[config.mk]
export PLATFORM = sky130hd
export DESIGN_NAME = fetch_sequencer
export DESIGN_NICKNAME = d
export VERILOG_FILES = /design/src/rtl/fetch_sequencer.sv
export SDC_FILE = /design/constraint.sdc
export NUM_CORES = 1
export LEC_CHECK = 0
export ABC_AREA = 1
export CAP_MARGIN = 40
export CELL_PAD_IN_SITES_DETAIL_PLACEMENT = 2
export CELL_PAD_IN_SITES_GLOBAL_PLACEMENT = 2
export CORE_MARGIN = 4
export CORE_UTILIZATION = 34
export DETAILED_ROUTE_END_ITERATION = 10
export MAX_ROUTING_LAYER = met4
export PLACE_DENSITY = 0.87
export SLEW_MARGIN = 10
export SYNTH_ARGS = -nofsm -noshare
export SYNTH_HDL_FRONTEND = slang
export SYNTH_SLANG_ARGS = --single-unit
[constraint.sdc]
create_clock -name clk -period 2.3 [get_ports clk]
set_clock_uncertainty 0.15 [all_clocks]
set_input_delay 0.575 -clock clk [delete_from_list [all_inputs] [get_ports clk]]
set_output_delay 0.575 -clock clk [all_outputs]
set_load 0.05 [all_outputs]
[src/rtl/fetch_sequencer.sv]
// Initiator side of the cpu pc/pc_out/out interface: steps pc from START_PC to END_PC and
// logs each result in a show-ahead trace FIFO. Define TRACE_PC_EN to also log the pc of each entry.
module fetch_sequencer #(
  parameter int              PC_W        = 6,
  parameter int              DATA_W      = 16,
  parameter logic [PC_W-1:0] START_PC    = '0,
  parameter logic [PC_W-1:0] END_PC      = PC_W'(62),
  parameter int              TRACE_DEPTH = 8
) (
  input  logic                           clk,
  input  logic                           reset,
  input  logic                           start,
  input  logic                           stall,
  output logic [PC_W-1:0]                pc,
  input  logic [PC_W-1:0]                pc_next,
  input  logic [DATA_W-1:0]              result,
  output logic                           running,
  output logic                           done,
  output logic                           err,
  input  logic                           trace_rd_en,
  output logic [DATA_W-1:0]              trace_rd_data,
  output logic [PC_W-1:0]                trace_rd_pc,
  output logic                           trace_empty,
  output logic [$clog2(TRACE_DEPTH):0]   trace_count
);

  localparam int PTR_W = $clog2(TRACE_DEPTH);
  localparam int CNT_W = PTR_W + 1;

  typedef enum logic [1:0] {S_IDLE, S_RUN, S_HOLD, S_DONE} state_t;

  state_t            state, state_nxt;
  logic [PC_W-1:0]   pc_nxt;
  logic              err_nxt;
  logic [PTR_W-1:0]  wr_ptr, rd_ptr;
  logic              full, space, push, pop;

  assign full        = (trace_count == CNT_W'(TRACE_DEPTH));
  assign trace_empty = (trace_count == '0);
  // A pop in the same cycle frees the slot the push needs.
  assign space       = !full || trace_rd_en;
  assign pop         = trace_rd_en && !trace_empty;
  assign push        = (state == S_RUN) && !stall && space;

  assign running = (state == S_RUN) || (state == S_HOLD);
  assign done    = (state == S_DONE);

  // NOTE: every always_comb output gets a default first so no path leaves it unassigned (no latch).
  always_comb begin
    state_nxt = state;
    pc_nxt    = pc;
    err_nxt   = err;
    unique case (state)
      S_IDLE: if (start) begin
        state_nxt = S_RUN;
        pc_nxt    = START_PC;
      end
      S_RUN: begin
        if (push) begin
          if (pc == END_PC) begin
            state_nxt = S_DONE;
          end else if (pc_next[0]) begin
            err_nxt   = 1'b1;
            state_nxt = S_DONE;
          end else begin
            pc_nxt = pc_next;
          end
        end else begin
          state_nxt = S_HOLD;
        end
      end
      S_HOLD: if (!stall && space) state_nxt = S_RUN;
      S_DONE: if (start) begin
        state_nxt = S_RUN;
        pc_nxt    = START_PC;
        err_nxt   = 1'b0;
      end
      default: state_nxt = S_IDLE;
    endcase
  end

  // NOTE: sequential state uses non-blocking assignments so all registers update together at the edge.
  always_ff @(posedge clk) begin
    if (reset) begin
      state <= S_IDLE;
      pc    <= START_PC;
      err   <= 1'b0;
    end else begin
      state <= state_nxt;
      pc    <= pc_nxt;
      err   <= err_nxt;
    end
  end

  always_ff @(posedge clk) begin
    if (reset) begin
      wr_ptr      <= '0;
      rd_ptr      <= '0;
      trace_count <= '0;
    end else begin
      if (push) wr_ptr <= wr_ptr + 1'b1;
      if (pop)  rd_ptr <= rd_ptr + 1'b1;
      unique case ({push, pop})
        2'b10:   trace_count <= trace_count + 1'b1;
        2'b01:   trace_count <= trace_count - 1'b1;
        default: trace_count <= trace_count;
      endcase
    end
  end

  // NOTE: storage is not reset; the empty flag masks stale contents, which keeps it plain RAM.
  logic [DATA_W-1:0] mem_data [TRACE_DEPTH];

  always_ff @(posedge clk) begin
    if (push) mem_data[wr_ptr] <= result;
  end

  assign trace_rd_data = trace_empty ? '0 : mem_data[rd_ptr];

`ifdef TRACE_PC_EN
  logic [PC_W-1:0] mem_pc [TRACE_DEPTH];

  always_ff @(posedge clk) begin
    if (push) mem_pc[wr_ptr] <= pc;
  end

  assign trace_rd_pc = trace_empty ? '0 : mem_pc[rd_ptr];
`else
  assign trace_rd_pc = '0;
`endif

endmodule

; Yosys cells after proc, flatten, opt, wreduce, memory -nomap -nowiden
; Memory sizes are Yosys's and may differ from the RTL's. A register that Yosys moved wholly into a read port is not among the register bits.
; Cells that the tools add are included.
; Widths: inputs -> output; s select.
[op_classes]
n_addsub = 4
n_eq_ne = 15
muxes = 22
reduce_logical = 18
[ops]
columns = op, n
row1 = $mux 6, 4
row2 = $mux 16, 1
row3 = $pmux 6 s2, 1
row4 = $mux 2, 5
row5 = $ne 2x2->1 const B, 5
row6 = $reduce_and 5->1, 2
row7 = $pmux 4 s2, 1
row8 = $add 3x1->3 const B, 2
row9 = $eq 2x2->1 const B, 3
row10 = $eq 6x6->1 const B, 1
row11 = $mux 1, 6
row12 = $mux 3, 2
row13 = $pmux 2 s3, 1
row14 = $reduce_bool 2->1, 3
row15 = $add 4x1->4 const B, 1
row16 = $eq 2x1->1 const B, 2
row17 = $eq 4x4->1 const B, 1
row18 = $logic_and 1x1->1, 4
row19 = $logic_not 4->1, 1
row20 = $ne 2x1->1 const B, 2
row21 = $ne 4x3->1 const B, 1
row22 = $sub 4x1->4 const B, 1
row23 = $logic_not 1->1, 3
row24 = $reduce_and 3->1, 1
row25 = 4 further kinds, 5
[word_totals]
ff_bits = 19
mem_bits_rw = 128
output_inout_bits = 36
mem_count = 1
[mem_list]
columns = name, words, width, read_ports, rd_ports_with_merged_regs, wr, line_no
row1 = mem_data, 8, 16, 1, 1, 1, 112  ; logic [DATA_W-1:0] mem_data [TRACE_DEPTH];

; Depth between registers and ports, before layout
[logic_depth]
ltp_word = 6
ltp_mapped = 11

; Worst setup path before layout
; No wires, ideal clock.
[synth_path]
path_type = register to output
from = register trace_count[2]
to = output trace_rd_data[10]
arrival_time_ps = 1983
required_ps = 1575
setup_slack_ps = -408
path_stages_with_launch = 6
n_path_buf = 1
cell_sequence = dfxtp_1 > inv_1 > nand3_2 > buf_1 > o21ai_1 > nor2_1
[synth_via]
elab_chain_cells = 2
[synth_rtl]
columns = element, line_no
row1 = start: declaration, 24  ; output logic [$clog2(TRACE_DEPTH):0] trace_count
row2 = start signal: assignment, 104  ; 2'b10: trace_count <= trace_count + 1'b1;
row3 = start signal: assignment, 105  ; 2'b01: trace_count <= trace_count - 1'b1;
row4 = start signal: assignment, 106  ; default: trace_count <= trace_count;
row5 = $logic_not 4->1, 39  ; assign trace_empty = (trace_count == '0);
row6 = $mux 16, 118  ; assign trace_rd_data = trace_empty ? '0 : mem_data[rd_ptr];
row7 = end: declaration, 21  ; output logic [DATA_W-1:0] trace_rd_data,
; No other way between the ends.

==> metrics.txt <==
status finished with violations; failing checks negative setup slack; Pint 6.78 mW; Clock Power Share 22.2%; Synth cell types 30; register area share after synthesis 67.8%; Synth Register Bits between 100 and 150; Power Total 11.8 mW; Post-synth EDFFs between 100 and 150; synthesized area per cell 11.4 um2; Max IR drop VDD 723 uV; Area after DPL 7330 um2; final WL 22100 um; Synth area leader edfxtp_1; vias in the first global route 5245; worst skew pair latency 0.43 ns; WL per Instance 24.6 um; asr flop ratio synth 0%; Seq pwr share approximately 28%; Hold Path End err; min-delay src err; # fillers ~1800; max-slew violations 0; grt total ovfl 0; top post-synthesis cells by area edfxtp_1 61%, nor2_1 9.1%, dfxtp_1 6.7%; final setup fails 16; Final Worst Setup Slack -0.411 ns; Reg area 4280 um2; net switching power roughly 5.0 mW; worst path arrival time about 2 ns; Pwr per Cell Area 1390 nW/um2; Iteration-0 DRC Markers 322; Final Hold Fails 0; H-Tree Depth 4; initial antenna violation count 0; Starting Density 34.8%; Worst R2R End trace_count[2]; fraction of layout cells with a size suffix above 1 29.6%; reg2reg setup slack roughly 0.06 ns; clock tree root buffer cell clkbuf_16; # clock sinks roughly 150; CTS tree built; total CTS buffers 17; hold slack 0.314 ns; Port Buffers 55; RSZ-0062 raised after global routing yes; Max FO, Critical Path 10; Max clock buf depth 2; nets 694; hpwl dp between 10000 and 15000 um; Yosys top cell area share 61.1%; first-pass GRT wire length 31100 um; switching share of power 42.4%; DRT antenna net count 0; Remaining DRCs 0; hold depth 2; hold buffer count at CTS 0; crit end category output port; FF-to-FF Start trace_count[1]; drt pass-1 iters 4; design area 8470 um2; Leak ~3 nW; combinational power share between 40 and 50%; antenna cells 0; Worst Hold Class register to register; total number of vias 4738; synthesis-to-layout area growth 34.6%; multi-input logic area 2000 um2; GPL Wtd Cong 0.821; YS warnings 0; Main synth FF type edfxtp_1; crit path time final 2.71 ns; max_cap viols 0; Vias/cell approximately 5.3; Worst Setup Start Kind register; Final period util 118%; Worst Path Required 1.57 ns; Die Y between 100 and 150 um; IO Count 63; crit path kind register to output port; Die W 144 um; clock slew at reported path FFs around 0.06 ns; pin count of the biggest net entering global routing 28; highest clock rate 369 MHz; die area 20700 um2; R2R depth 12; row cnt just under 50; Cells after Synth 554; core area 18100 um2; Total GRT Usage 21.0%; synthesized area 6290 um2
## cells in the final DEF, fill, tap and decap left out, types with 3 or more instances in the layout
cell type / netlist / routed
nand2_1: 39 / 39
buf_4: 8 / 35
ha_1: 9 / 8
nand3_1: 11 / 10
o32ai_2: 3 / 14
nor2_2: 3 / 39
conb_1: 1 / 7
dfxtp_1: 21 / 14
inv_1: 21 / 19
nor2_4: 1 / 5
nor2_1: 152 / 112
o21ai_2: 1 / 14
a21oi_1: 17 / 15
clkbuf_16: 0 / 22
clkinvlp_4: 0 / 4
o21ai_0: 64 / 27
clkdlybuf4s50_1: 0 / 26
buf_12: 2 / 11
o21ai_1: 25 / 49
edfxtp_1: 128 / 128
dlygate4sd2_1: 0 / 10
buf_6: 1 / 19
dfxtp_2: 0 / 5
buf_8: 3 / 4
clkinv_2: 0 / 4
inv_2: 4 / 3
## final cells by class
type,count,area share (%)
Multi-Input combinational cell,354,23.6
Inverter,25,1.26
Clock inverter,13,1.30
Sequential cell,149,50.5
Tap cell,229,3.38
Timing Repair Buffer,111,14.9
Clock buffer,18,5.07
## how the worst max path moves through the flow
stage	from	endpoint	slack, ns
after CTS	register	trace_rd_data[13]	-0.33
after global placement	trace_rd_en	trace_count[2]	-0.25
final	register	trace_rd_data[3]	-0.41
after detailed placement	trace_rd_en	trace_count[1]	-0.38
after floorplan	trace_count[2]	trace_rd_data[10]	0.01
after global routing	register	trace_rd_data[3]	-0.49
## kinds of logic after synthesis
kind of cell / synth area share, %
flip-flops: 67.8
buffers and inverters: 5.33
AO/OA/AOI/OAI: 11.2
adder cells (fa/ha/maj): 1.79
XOR/XNOR: 0.418
other: 0.0596
AND/OR/NAND/NOR: 13.4
## power by group through the flow
stage / sequential [mW] / combinational [mW] / clock (mW)
after global placement: 3.31 / 4.46 / 0
after floorplan: 3.49 / 2.84 / 0
final: 3.30 / 5.87 / 2.61
after CTS: 3.29 / 5.32 / 2.64
after detailed placement: 3.33 / 4.71 / 0
after global routing: 3.32 / 6.23 / 2.80
## critical path, cell delays in order (launching register included)
cell	delay, ns
dfxtp_4	0.43
buf_6	0.14
clkbuf_16	0.17
nor2_2	0.06
o32ai_2	0.31
nor2_1	0.10
nor2_2	0.16
buf_6	0.18
## sequential cells by signal, summed over array words and instances, names as in the netlist, named ones only
name,flops
state,2
wr_ptr,3
rd_ptr,3
pc,5
err,1
trace_count,4
mem_data,128
## synth_stat cells, types with 4 or more instances
master / count
o32ai_1: 13
nand2_1: 39
ha_1: 9
inv_1: 21
nor2_1: 152
buf_2: 11
inv_2: 4
edfxtp_1: 128
o21ai_1: 25
o21ai_0: 64
nand3_1: 11
a21oi_1: 17
dfxtp_1: 21
buf_4: 8
## stage by stage
| step | instances | util, % | worst slack [ns] | setup TNS [ns] |
|---|---|---|---|---|
| 3_3_place_gp | 850 | 40.5 | -0.248 | -16.66 |
| 3_5_place_dp | 850 | 40.5 | -0.376 | -33.43 |
| 6_report | 899 | 46.8 | -0.411 | -5.23 |
| 4_1_cts | 887 | 44.9 | -0.327 | -4.62 |
| 5_1_grt | 899 | 46.8 | -0.488 | -6.76 |
| 2_1_floorplan | 560 | - | 0.0111 | 0 |
## repair_timing
item | in CTS | in global routing
pin swaps | 13 | 30
setup buffers | 4 | 8
cloned | 2 | 5
resized for setup | 79 | 61
endpoints found under the setup margin | 31 | 21
## layer usage
metal	wire [um]	share of wire, %	GRT usage [%]
met5	0	0	-
met4	442	2.0	6.00
met3	940	4.3	4.37
met2	11800	54	37.9
met1	8890	40	23.5
(Power assumes the default switching activity.)
